`config.mk`:
```
export PLATFORM = sky130hd
export DESIGN_NAME = rr_grant_sel
export DESIGN_NICKNAME = d
export VERILOG_FILES = /design/src/rtl/rr_grant_sel_pkg.sv /design/src/rtl/rr_grant_sel_pick.sv /design/src/rtl/rr_grant_sel.sv
export SDC_FILE = /design/constraint.sdc
export NUM_CORES = 1
export LEC_CHECK = 0
export ABC_AREA = 1
export CORE_MARGIN = 8
export CORE_UTILIZATION = 39
export CTS_CLUSTER_SIZE = 16
export DETAILED_ROUTE_END_ITERATION = 10
export SLEW_MARGIN = 20
export SYNTH_ARGS = -nofsm -noshare
export SYNTH_HDL_FRONTEND = slang
export SYNTH_SLANG_ARGS = --single-unit
```
`constraint.sdc`:
```
create_clock -name clk -period 1.4 [get_ports clk]
set_input_delay 0.28 -clock clk [delete_from_list [all_inputs] [get_ports clk]]
set_output_delay 0.28 -clock clk [all_outputs]
set_load 0.01 [all_outputs]
```
`src/rtl/rr_grant_sel_pkg.sv`:
```
// Shared types and constants for the round-robin grant selector.
package rr_pkg;

    localparam int NREQ = 4;
    localparam int IDXW = 2;

    typedef enum logic [0:0] {
        IDLE  = 1'b0,
        GRANT = 1'b1
    } rr_state_e;

    // One-hot mask for a requester index; used to exclude the current owner.
    function automatic logic [NREQ-1:0] idx_onehot(input logic [IDXW-1:0] idx);
        logic [NREQ-1:0] mask;
        mask = {NREQ{1'b0}};
        mask[idx] = 1'b1;
        return mask;
    endfunction

endpackage

```
`src/rtl/rr_grant_sel_pick.sv`:
```
// Combinational rotating-priority finder: first request at or after PTR
// (mod NREQ) that is not excluded.
module rr_pick
    import rr_pkg::*;
(
    input  logic [NREQ-1:0] REQ,
    input  logic [IDXW-1:0] PTR,
    input  logic [NREQ-1:0] EXCL,
    output logic            HIT,
    output logic [IDXW-1:0] IDX
);

    logic [NREQ-1:0] cand_s;
    logic [IDXW-1:0] pos_s;
    logic            bit_s;
    logic            hit_s;
    logic [IDXW-1:0] idx_s;

    // Scan from the farthest position back to PTR so the nearest hit wins.
    always_comb begin
        cand_s = REQ & ~EXCL;
        hit_s  = 1'b0;
        idx_s  = PTR;
        pos_s  = PTR;
        bit_s  = 1'b0;
        for (int k = NREQ - 1; k >= 0; k--) begin
            pos_s = PTR + IDXW'(k);
            bit_s = cand_s[pos_s];
            hit_s = hit_s | bit_s;
            idx_s = bit_s ? pos_s : idx_s;
        end
    end

    assign HIT = hit_s;
    assign IDX = idx_s;

endmodule

```
`src/rtl/rr_grant_sel.sv`:
```
// Four-way round-robin arbiter producing a registered grant index S and
// valid flag GV for the downstream 2-to-4 decoder.
// Optional feature: define RR_TIMEOUT_EN to force rotation after HOLD_MAX
// consecutive grant cycles when another requester is waiting.
module rr_grant_sel
    import rr_pkg::*;
#(
    parameter int HOLD_MAX = 15,
    parameter int CNTW     = 4
) (
    input  logic            clk,
    input  logic            rst,
    input  logic [NREQ-1:0] REQ,
    output logic [IDXW-1:0] S,
    output logic            GV,
    output logic            GCHG
);

    rr_state_e       state_r;
    logic [IDXW-1:0] s_r;
    logic            gv_r;
    logic            gchg_r;
    logic [IDXW-1:0] ptr_r;

    logic [NREQ-1:0] excl_s;
    logic            pick_hit_s;
    logic [IDXW-1:0] pick_idx_s;

`ifdef RR_TIMEOUT_EN
    localparam logic [CNTW-1:0] HOLD_LAST = CNTW'(HOLD_MAX - 1);
    localparam logic [CNTW-1:0] HOLD_TOP  = CNTW'(HOLD_MAX);
    localparam logic [CNTW-1:0] HCNT_ONE  = CNTW'(1);

    logic [CNTW-1:0] hcnt_r;
`else
    // No hold counter in this build; the hold parameters only need to be legal.
    if ((HOLD_MAX < 1) || (HOLD_MAX >= (1 << CNTW))) begin : g_hold_cfg_unused
    end
`endif

    // The current owner never competes for its own replacement.
    always_comb begin
        excl_s = {NREQ{1'b0}};
        if (state_r == GRANT) begin
            excl_s = idx_onehot(s_r);
        end else begin
            excl_s = {NREQ{1'b0}};
        end
    end

    rr_pick u_pick (
        .REQ  (REQ),
        .PTR  (ptr_r),
        .EXCL (excl_s),
        .HIT  (pick_hit_s),
        .IDX  (pick_idx_s)
    );

    // Grant FSM: issues, hands over, holds and releases the grant.
    always_ff @(posedge clk) begin
        if (rst) begin
            state_r <= IDLE;
            s_r     <= {IDXW{1'b0}};
            gv_r    <= 1'b0;
            gchg_r  <= 1'b0;
            ptr_r   <= {IDXW{1'b0}};
`ifdef RR_TIMEOUT_EN
            hcnt_r  <= {CNTW{1'b0}};
`endif
        end else begin
            gchg_r <= 1'b0;
            case (state_r)
                IDLE: begin
                    if (pick_hit_s) begin
                        state_r <= GRANT;
                        s_r     <= pick_idx_s;
                        gv_r    <= 1'b1;
                        gchg_r  <= 1'b1;
                        ptr_r   <= pick_idx_s + 2'd1;
`ifdef RR_TIMEOUT_EN
                        hcnt_r  <= {CNTW{1'b0}};
`endif
                    end else begin
                        state_r <= IDLE;
                        gv_r    <= 1'b0;
                    end
                end
                GRANT: begin
                    if (!REQ[s_r]) begin
                        // Owner released: hand over without a bubble, or go idle.
                        if (pick_hit_s) begin
                            s_r    <= pick_idx_s;
                            gv_r   <= 1'b1;
                            gchg_r <= 1'b1;
                            ptr_r  <= pick_idx_s + 2'd1;
`ifdef RR_TIMEOUT_EN
                            hcnt_r <= {CNTW{1'b0}};
`endif
                        end else begin
                            state_r <= IDLE;
                            gv_r    <= 1'b0;
                        end
                    end else begin
`ifdef RR_TIMEOUT_EN
                        // Forced rotation once the hold limit is reached and someone waits;
                        // >= keeps a saturated counter from blocking a late requester.
                        if ((hcnt_r >= HOLD_LAST) && pick_hit_s) begin
                            s_r    <= pick_idx_s;
                            gv_r   <= 1'b1;
                            gchg_r <= 1'b1;
                            ptr_r  <= pick_idx_s + 2'd1;
                            hcnt_r <= {CNTW{1'b0}};
                        end else if (hcnt_r != HOLD_TOP) begin
                            hcnt_r <= hcnt_r + HCNT_ONE;
                        end else begin
                            hcnt_r <= hcnt_r;
                        end
`else
                        s_r <= s_r;
`endif
                    end
                end
                default: begin
                    state_r <= IDLE;
                    gv_r    <= 1'b0;
                end
            endcase
        end
    end

    assign S    = s_r;
    assign GV   = gv_r;
    assign GCHG = gchg_r;

endmodule

```
==> results of run 1 <==
[cell usage after synthesis (all sizes together)]
cell type	number	share of area, %
a211oi	1	2.2
a21oi	6	8.0
and3	1	1.1
buf	1	0.89
dfxtp	7	25
inv	17	11
nand2	29	20
nand3	19	19
nor2	6	4.9
nor3	1	0.89
o211ai	1	1.3
o21ai	3	2.7
xnor2	1	2.9
[area by class of cell]
class	count	area share [%]
Timing Repair Buffer	28	23.6
Sequential cell	7	14.6
Tap cell	15	1.82
Inverter	17	7.18
Multi-Input combinational cell	68	50.2
Clock buffer	4	2.55
[worst register-to-register path, stage by stage, from the launching register on]
cell      delay [ns]
dfxtp_4         0.40
nand3_2         0.13
nand3_1         0.12
nand2_2         0.07
nand2_1         0.09
nand2_2         0.09
nor2_4          0.15
a21oi_4         0.09
buf_4           0.14
o211ai_1        0.14
inv_1           0.05
[sequential cells by signal (all words and copies together) (netlist names)]
register and count:
GV 1, state_r 1, S 2, ptr_r 2
GCHG 1
[what timing repair did]
item,CTS,global route
setup endpoints to repair,9,8
gates resized for setup,43,14
endpoints found under the hold margin,0,0
gates cloned,0,0
pin swaps,18,10
setup buffers,5,1
[report_power, final]
group,internal (mW),leakage (nW),switching (mW)
combinational,0.943,0.439,1.11
sequential,0.303,0.0601,0.118
clock,0.108,0.0150,0.0679
[kinds of logic after synthesis]
kind of cell              Yosys count  synth area share, %
DFF                                 7                 24.9
and+or+nand+nor                    56                 45.8
buffers and inverters              18                 12.2
xor gates and xnor gates            1                 2.89
AOI/OAI and AO/OA                  11                 14.2
[layout by cell type (no fill, tap or decap)]
cell type / instances
dlygate4sd2_1: 6
dlymetal6s2s_1: 1
dfxtp_4: 2
o21ai_1: 2
nand2_2: 15
nor3_1: 1
dfxtp_2: 2
and3_1: 1
inv_2: 6
buf_6: 4
nand2_1: 14
clkbuf_1: 1
a211oi_4: 1
inv_8: 1
nor2_2: 1
clkdlybuf4s50_1: 2
buf_4: 15
inv_1: 9
nand3_1: 4
a21oi_2: 5
nand3_2: 13
nor2_1: 3
clkbuf_4: 3
inv_4: 1
nor2_4: 2
xnor2_4: 1
nand3_4: 2
o21ai_2: 1
o211ai_1: 1
a21oi_4: 1
dfxtp_1: 3
[metrics by stage]
step / hold slack, ns / setup TNS [ns] / utilization (%)
floorplan: 0.349 / -0.0393 / -
global placement: 0.475 / -2.65 / 60.2
detailed placement: 0.490 / -2.87 / 60.2
CTS: 0.495 / -0.441 / 73.0
global route: 0.546 / -1.61 / 78.1
finish: 0.506 / -0.688 / 78.1
[path summary, 6_finish.rpt]
check,cells after the start,endpoint,from,slack (ns)
max,10,S[0]$_SDFFE_PP0P_,S[0]$_SDFFE_PP0P_,-0.18
min,2,GV$_SDFFE_PP0P_,GV$_SDFFE_PP0P_,0.51
max reg2reg,10,S[0]$_SDFFE_PP0P_,S[0]$_SDFFE_PP0P_,-0.18
min reg2reg,2,GV$_SDFFE_PP0P_,GV$_SDFFE_PP0P_,0.51
[routing by layer]
layer / track usage, % / up-vias / wire length (µm)
li1: - / 359 / -
met1: 13.9 / 319 / 736
met2: 23.4 / 9 / 951
met3: 3.03 / 5 / 48
met4: 9.02 / 0 / 42
met5: 0 / - / 0
==> impl_results.md, run 1 <==
* Clock Tree Buf Depth at 2
* RSZ-0062 raised after global routing: yes
* Endpoint type of the worst setup path: register
* Post-Syn Area at 563 µm²
* Via/cell ratio at 4.98
* Die W at 54.0 µm
* Remaining antenna violation count at 0
* CP Launch Type: register
* Buffers and inverters on the worst path at 2
* Crit path arrival time at 1.72 ns
* Period utilization at 113%
* Critical Path RT at 1.54 ns
* First DRT Iteration DRCs at 8
* Core Box Area at 1320 µm²
* H-tree depth at 1
* Tightest Hold Check Type: register to register
* WS Path Type: register to register
* DRT Pass-1 Iters at 4
* Worst Clk Skew at 0.00118 ns
* Vias in the first global route at 692
* # rows at 13
* Non-filler cells in the finished layout at 139
* Placed inst area at 793 µm²
* Hold Buf Count CTS at 0
* Critical-path cell list: nand3_2 > nand3_1 > nand2_2 > nand2_1 > nand2_2 > nor2_4 > a21oi_4 > buf_4 > o211ai_1 > inv_1
* Netlist cell types at 20
* Crit path max-delay family: simple AND/OR/NAND/NOR gates
* Worst-Margin Slew at 0.228 ns
* GR Overflow Total at 0
* Total number of vias at 692
* TritonCTS clock tree: built
* Max-slew headroom at 84.7%
* Minimum clock period at 1.58 ns
* WL final at 1.78 mm
* Cells after Synth at 93
* Maximum clock rate at 633 MHz
* Worst setup margin at -0.180 ns
* Cell mode on critical path: nand2_2
* Port buffer count at 9
* Root Driver: clkbuf_4
* Filler Cell Count at 98
* FF+latch count, synth at 7
* Final Max Slew Viols at 0
* Largest net degree at the start of global routing at 8
* Final setup vio count at 7
* TritonCTS Sinks at 7
* Die footprint at 2920 µm²
* Worst path max stage delay at 0.40 ns
* HPWL after DPL at 1.19 mm
* Pwr Total at 2.64 mW
* Worst-path clk slew at 0.05 ns
* Outcome: finished, violations left
* CTS Buf Count at 3
* Initial antenna violation count at 0
* Area grow syn2layout at 82.7%
* Crit Path Max Fanout at 7
* Ports at 10
* Pwr/cell area at 2570 nW/µm²
* Final hold violations at 0
* Total Routing Usage GR at 13.4%
* Fin area at 1030 µm²
* GP Congestion at 0.842
* Pre-CTS setup slack at -0.495 ns
* Synth warnings at 0
* Clk_lat worst skew at 0.25 ns
* Multi-input logic area at 517 µm²
* Syn_nets at 99
* Ant. Diodes at 0
* Final #Nets at 131
* Avg Cell Area, Syn at 6.05 µm²
* Max Cap Viol at 0
* Slowest cell on crit path: dfxtp_4
* Sequential element share of the synthesized area at 24.9%
* Placed Cells at 129
* Wire length per cell at 12.8 µm
* Layout cells sized above 1 at 61.3%
* First-pass GRT wire length at 2.89 mm
* P_leak at 0.514 nW
* Failing checks: negative setup slack
* Max VDD drop at 1.56 mV
* DRC Markers at 0
* Die H at 54.0 µm
* FF+latch area at 150 µm²
* Effective utilization at floorplan at 42.7%
Power figures use the tool's default switching activity.
==> run 2, diff against run 1 <==
Settings changed: CORE_AREA from default to 8 8 45 47, CORE_MARGIN 8 to default, CORE_UTILIZATION 39 to default, DIE_AREA from default to 0 0 53 55, PLACE_DENSITY from default to 0.69, SKIP_LAST_GASP from default to 1.
==> run 2 against run 1 <==
Against the previous run: the run still ends with negative setup slack left; largest power group unchanged; setup slack lost 0.048 ns; sequential cell count did not move; largest cell class unchanged; critical endpoint is now ptr_r[1]$_SDFFE_PP0P_; wire length increased by 9.3%; sequential share of layout area grew 0.46 points; sequential power down 2%; register-to-register slack worse by 0.05 ns; critical path depth up 5; first-iteration DRC count rose by 38%; fmax down 3.0%; utilization decreased by 4.8 points.
==> impl_results.md, run 2 (synthesis gave the netlist of run 1 again) <==
* Max Cap Viol at 0 (unchanged)
* Placed Cells at 130 (+0.78%)
* Max-slew headroom at 84.2% (-0.56 points)
* Maximum clock rate at 614 MHz (-3.0%)
* Sw Share at 51.6% (+2.8 points)
* Internal Power at 1.25 mW (-7.4%)
* GR Overflow Total at 0 (unchanged)
* Worst Clk Skew at 0.00299 ns (+0.00181 ns)
* Final core occ at 73.2% (-4.8 points)
* Hold Path Stages at 2 (unchanged)
* Cell mode on critical path: nand2_1
* Filler Cell Count at 107 (+9.2%)
* Pwr Total at 2.59 mW (-2.1%)
* Die H at 55 µm (+1.9%)
* HPWL after DPL at 1.12 mm (-6.0%)
* Vias in the first global route at 703 (+1.6%)
* DRC Markers at 0 (unchanged)
* WL final at 1.95 mm (+9.3%)
* TritonCTS clock tree: built
* Worst-path clk slew at 0.05 ns (about the same)
* Most frequent cells in the layout: 15 x nand3_2, 12 x nand2_1, 10 x nand2_2, 10 x buf_4
* Failing checks: negative setup slack
* Slowest cell on crit path: dfxtp_4
* Area grow syn2layout at 80.0%
* Layout cells sized above 1 at 62.2% (+0.89 points)
* Pwr/cell area at 2560 nW/µm² (-0.62%)
* Final Max Slew Viols at 0 (unchanged)
* H-tree depth at 1 (unchanged)
* Initial antenna violation count at 0 (unchanged)
* Worst path max stage delay at 0.37 ns (-0.03 ns)
* Worst-Margin Slew at 0.237 ns (+0.00844 ns)
* Commonest non-fill, non-tap cell in the layout: nand3_2
* Port buffer count at 9 (unchanged)
* Max VDD drop at 1.32 mV (-15%)
* Non-filler cells in the finished layout at 135 (-2.9%)
* Final TNS setup at -0.646 ns (+0.0416 ns)
* CP Depth at 15 (+5)
* P_leak at 0.518 nW (+0.78%)
* CP Launch Type: register
* Crit Path Max Fanout at 7 (unchanged)
* RSZ-0062 raised after global routing: yes
* Effective utilization at floorplan at 40.7% (-2.0 points)
* Total number of vias at 698 (+0.87%)
* Endpoint type of the worst setup path: register
* Buffers and inverters on the worst path at 3 (+1)
* NetSw at 1.34 mW (+3.5%)
* Crit path arrival time at 1.78 ns (+0.06 ns)
* Flop pwr share at 15.9% (about the same)
* Critical-path cell list: nor2_4 > nand2_2 > nand3_2 > nand2_2 > buf_6 > a21oi_2 > nand2_1 > nand2_1 > nand2_1 > nand2_2 > inv_2 > nand2_1 > nand3_1 > nand2_1 > inv_1
* Minimum clock period at 1.63 ns (+0.0482 ns)
* DRT Pass-1 Iters at 4 (unchanged)
* Total Routing Usage GR at 13.9% (+0.53 points)
* Die W at 53 µm (-1.8%)
* Core Box Area at 1380 µm² (+5.0%)
* TritonCTS Sinks at 7 (unchanged)
* WS Path Type: register to register
* First DRT Iteration DRCs at 11 (+3)
* Final hold slack at 0.493 ns (-0.0126 ns)
* Root Driver: clkbuf_4
* Clock share of power at 7.0% (+0.3 points)
* Combinational share of power at 77.1% (-0.3 points)
* Period utilization at 116% (+3.4 points)
* Pre-CTS setup slack at -0.475 ns (+0.0207 ns)
* Worst setup margin at -0.228 ns (-0.0482 ns)
* Ports at 10 (unchanged)
* Via/cell ratio at 5.17 (+3.9%)
* Clock Tree Buf Depth at 2 (unchanged)
* # rows at 14 (+1)
* Fin area at 1010 µm² (-1.5%)
* Remaining antenna violation count at 0 (unchanged)
* CTS Buf Count at 3 (unchanged)
* Largest net degree at the start of global routing at 8 (unchanged)
* Crit path max-delay family: simple AND/OR/NAND/NOR gates
* Wire length per cell at 14.4 µm (+13%)
* Tightest Hold Check Type: register to register
* Placed inst area at 795 µm² (+0.16%)
* Clk_lat worst skew at 0.25 ns (about the same)
* GP Congestion at 0.764 (-9.2%)
* Outcome: finished, violations left
* Critical Path RT at 1.55 ns (about the same)
* Final #Nets at 126 (-3.8%)
* Die footprint at 2920 µm² (about the same)
* Final setup vio count at 7 (unchanged)
* Ant. Diodes at 0 (unchanged)
* First-pass GRT wire length at 2.95 mm (+2.1%)
* Worst Reg-to-Reg Cells at 15 (+5)
* Final hold violations at 0 (unchanged)
-- run 2: changes by cell type in the layout (fill, tap and decap cells not counted), sizes merged --
cell           before  now
dlygate4sd2         6    7
buf                19   14
clkdlybuf4s50       2    1
-- run 2: cell type report --
class	instances	area, µm²	area share (%)
Inverter	17	68.8	6.79
Clock buffer	4	26.3	2.59
Multi-Input combinational cell	68	542	53.5
Tap cell	16	20.0	1.98
Timing Repair Buffer	23	204	20.1
Sequential cell	7	153	15.1
-- run 2: final timing paths --
path                     startpoint               endpoint  slack [ns]
setup / recovery  S[0]$_SDFFE_PP0P_  ptr_r[1]$_SDFFE_PP0P_       -0.23
hold / removal      GV$_SDFFE_PP0P_        GV$_SDFFE_PP0P_        0.49
setup reg to reg  S[0]$_SDFFE_PP0P_  ptr_r[1]$_SDFFE_PP0P_       -0.23
hold reg to reg     GV$_SDFFE_PP0P_        GV$_SDFFE_PP0P_        0.49
-- run 2: worst register-to-register path, stage by stage, from the launching register on --
cell and delay (ns):
dfxtp_4 0.37, nor2_4 0.12, nand2_2 0.07, nand3_2 0.09, nand2_2 0.07, buf_6 0.12, a21oi_2 0.13, nand2_1 0.09
nand2_1 0.08, nand2_1 0.06, nand2_2 0.07, inv_2 0.04, nand2_1 0.06, nand3_1 0.06, nand2_1 0.07, inv_1 0.03
-- run 2: timing repair --
action / 4_1_cts / 5_1_grt
buffers inserted: 1 / 0
gates cloned: 0 / 0
gates resized for setup: 50 / 14
setup endpoints to repair: 10 / 8
pin swaps: 24 / 9
hold buffers: 0 / 0
-- run 2: power groups by stage --
| stage | Sequential [mW] | Clock, mW | Combinational [mW] |
|---|---|---|---|
| final | 0.411 | 0.182 | 2.00 |
| after global routing | 0.425 | 0.197 | 2.15 |
| after CTS | 0.406 | 0.190 | 1.77 |
| after detailed placement | 0.392 | 0 | 1.47 |
| after global placement | 0.393 | 0 | 1.46 |
| after floorplan | 0.411 | 0 | 0.998 |
-- run 2: metal layers --
layer	global-route usage, %	wire length (µm)
met1	12.7	712
met2	27.0	1080
met3	3.21	74
met4	9.05	76
met5	0	0
==> variant, RTL diff (settings of run 1) <==
The package constant `NREQ` goes from 4 to 6.
--- a/src/rtl/rr_grant_sel_pkg.sv
+++ b/src/rtl/rr_grant_sel_pkg.sv
@@ -3,3 +3,3 @@
 
-    localparam int NREQ = 4;
+    localparam int NREQ = 6;
     localparam int IDXW = 2;
Ports: changed (resized REQ); port bits go from 10 to 12. The function was not compared with the original's and may differ.
==> variant against run 1 <==
The run still ends with negative setup slack left. Highest routed layer unchanged. Sequential power shrank 4%. First-iteration DRC count grew 50%. Die area shrank 3.3%. Critical path type unchanged. Largest power group unchanged. Area after synthesis shrank 4.7%. Sequential cell count is the same. Core utilization shrank 6.6 points. Design area shrank 9.6%. Wire length shrank 6.7%. Worst setup slack gained 0.035 ns. Total power shrank 15%. Critical path depth is the same.
==> variant: results (changes against run 1) <==
The combinational share of power came out at 73.9% (was 77.4%). The pre-CTS setup slack came out at -0.412 ns (was -0.495 ns). The share of layout cells above drive strength 1 is 54.5% (was 61.3%).

The largest voltage drop on the vdd net was 1.50 mV (was 1.56 mV). The sequential-to-total area share from yosys stat is 26.1% (was 24.9%). The final routed wire length divided by cell count is 12.0 um (was 12.8 um). The final-layout worst hold slack came to 0.485 ns (was 0.506 ns). The primary flip-flop cell chosen by synthesis mapping is sky130_fd_sc_hd__dfxtp_1 (unchanged).

The initial standard-cell utilization of the core was 41.3% (was 42.7%). The total negative setup slack came out at -0.591 ns (was -0.688 ns). The final wirelength was 1.66 mm (was 1.78 mm). Most common library cells after synthesis: 35 x sky130_fd_sc_hd__nand2_1, 15 x sky130_fd_sc_hd__nand3_1, 14 x sky130_fd_sc_hd__inv_1 (was 27 x sky130_fd_sc_hd__nand2_1, 17 x sky130_fd_sc_hd__nand3_1, 13 x sky130_fd_sc_hd__inv_1). The global routing usage summed across all routing layers came out at 11.4% (was 13.4%). The post-layout worst setup margin was -0.145 ns (was -0.180 ns).

The signal arrival time at the worst endpoint is 1.68 ns (was 1.72 ns). The count of endpoints failing setup in the final report came to 5 (was 7). The standby leakage power was 0.486 nW (was 0.514 nW).

The number of distinct standard cells referenced by the synthesized netlist came out at 14 (was 20). The root buffer selected by CTS is sky130_fd_sc_hd__clkbuf_4 (unchanged). The detailed-placement wirelength estimate came out at 1.08 mm (was 1.19 mm). The slew at the pin closest to its max-slew limit is 0.223 ns (was 0.228 ns).

The class of the tightest hold or removal check is flop to flop (unchanged). The number of global-route vias before repair is 612 (was 692). Outcome: complete, but fails checks (unchanged). The placed standard-cell area is 714 um^2 (was 793 um^2).

The number of DRC violations after detailed-routing iteration 0 came out at 12 (was 8). The post-synthesis area per instance is 5.53 um^2 (was 6.05 um^2). The relative contribution of the clock network to total power came out at 8.1% (was 6.7%). Violations in the final reports: negative setup slack (unchanged). The power in combinational cells came to 1.65 mW (was 2.05 mW). The biggest cell delay along the critical path is 0.38 ns (was 0.40 ns). The wire length of the first global-routing pass is 2.46 mm (was 2.89 mm). The iteration count of the initial detailed-routing pass was 4 (unchanged).

The weighted congestion reported at the end of routability-driven placement is 0.814 (was 0.842). The total nets after synthesis came out at 105 (was 99). The worst clock skew is 0.00504 ns (was 0.00118 ns). The net switching power is 1.11 mW (was 1.29 mW). The number of vias per cell after detailed routing came out at 4.96 (was 4.98). The highest fanout seen on the critical path is 6 (was 7). Leading cell types by total area after synthesis: sky130_fd_sc_hd__dfxtp_1 26%, sky130_fd_sc_hd__nand2_1 24%, sky130_fd_sc_hd__nand3_1 14% (was sky130_fd_sc_hd__dfxtp_1 25%, sky130_fd_sc_hd__nand2_1 18%, sky130_fd_sc_hd__nand3_1 15%). The total number of nets in the final design came out at 132 (was 131).
==> variant: what timing repair did <==
action	4_1_cts	5_1_grt
pin swaps	0	11
setup endpoints to repair	9	9
resized for setup	21	42
buffers inserted	2	3
==> variant: cell type report <==
cell class	count	area, um^2
fillers	117	372
well taps	15	18.8
inverters	16	65.1
clock buffers	4	26.3
flip-flops and latches	7	153
multi-input cells	73	463
repair buffers	23	204
==> variant: cells by family (layout without fill, tap and decap cells) <==
family          count (synthesis)  count (layout)  synth area share [%]
simple gates                   62              62                  48.7
buf+inv                        17              43                  13.3
compound gates                 10              10                  10.3
flops                           7               7                  26.1
xor+xnor                        1               1                  1.63
==> variant: layer usage <==
layer | track usage [%] | part of all wire (%) | vias to the layer above
met1 | 12.8 | 42 | 307
met2 | 18.4 | 51 | 15
met3 | 3.08 | 3.8 | 6
li1 | - | - | 356
met5 | 0 | 0 | -
met4 | 7.56 | 3.2 | 0
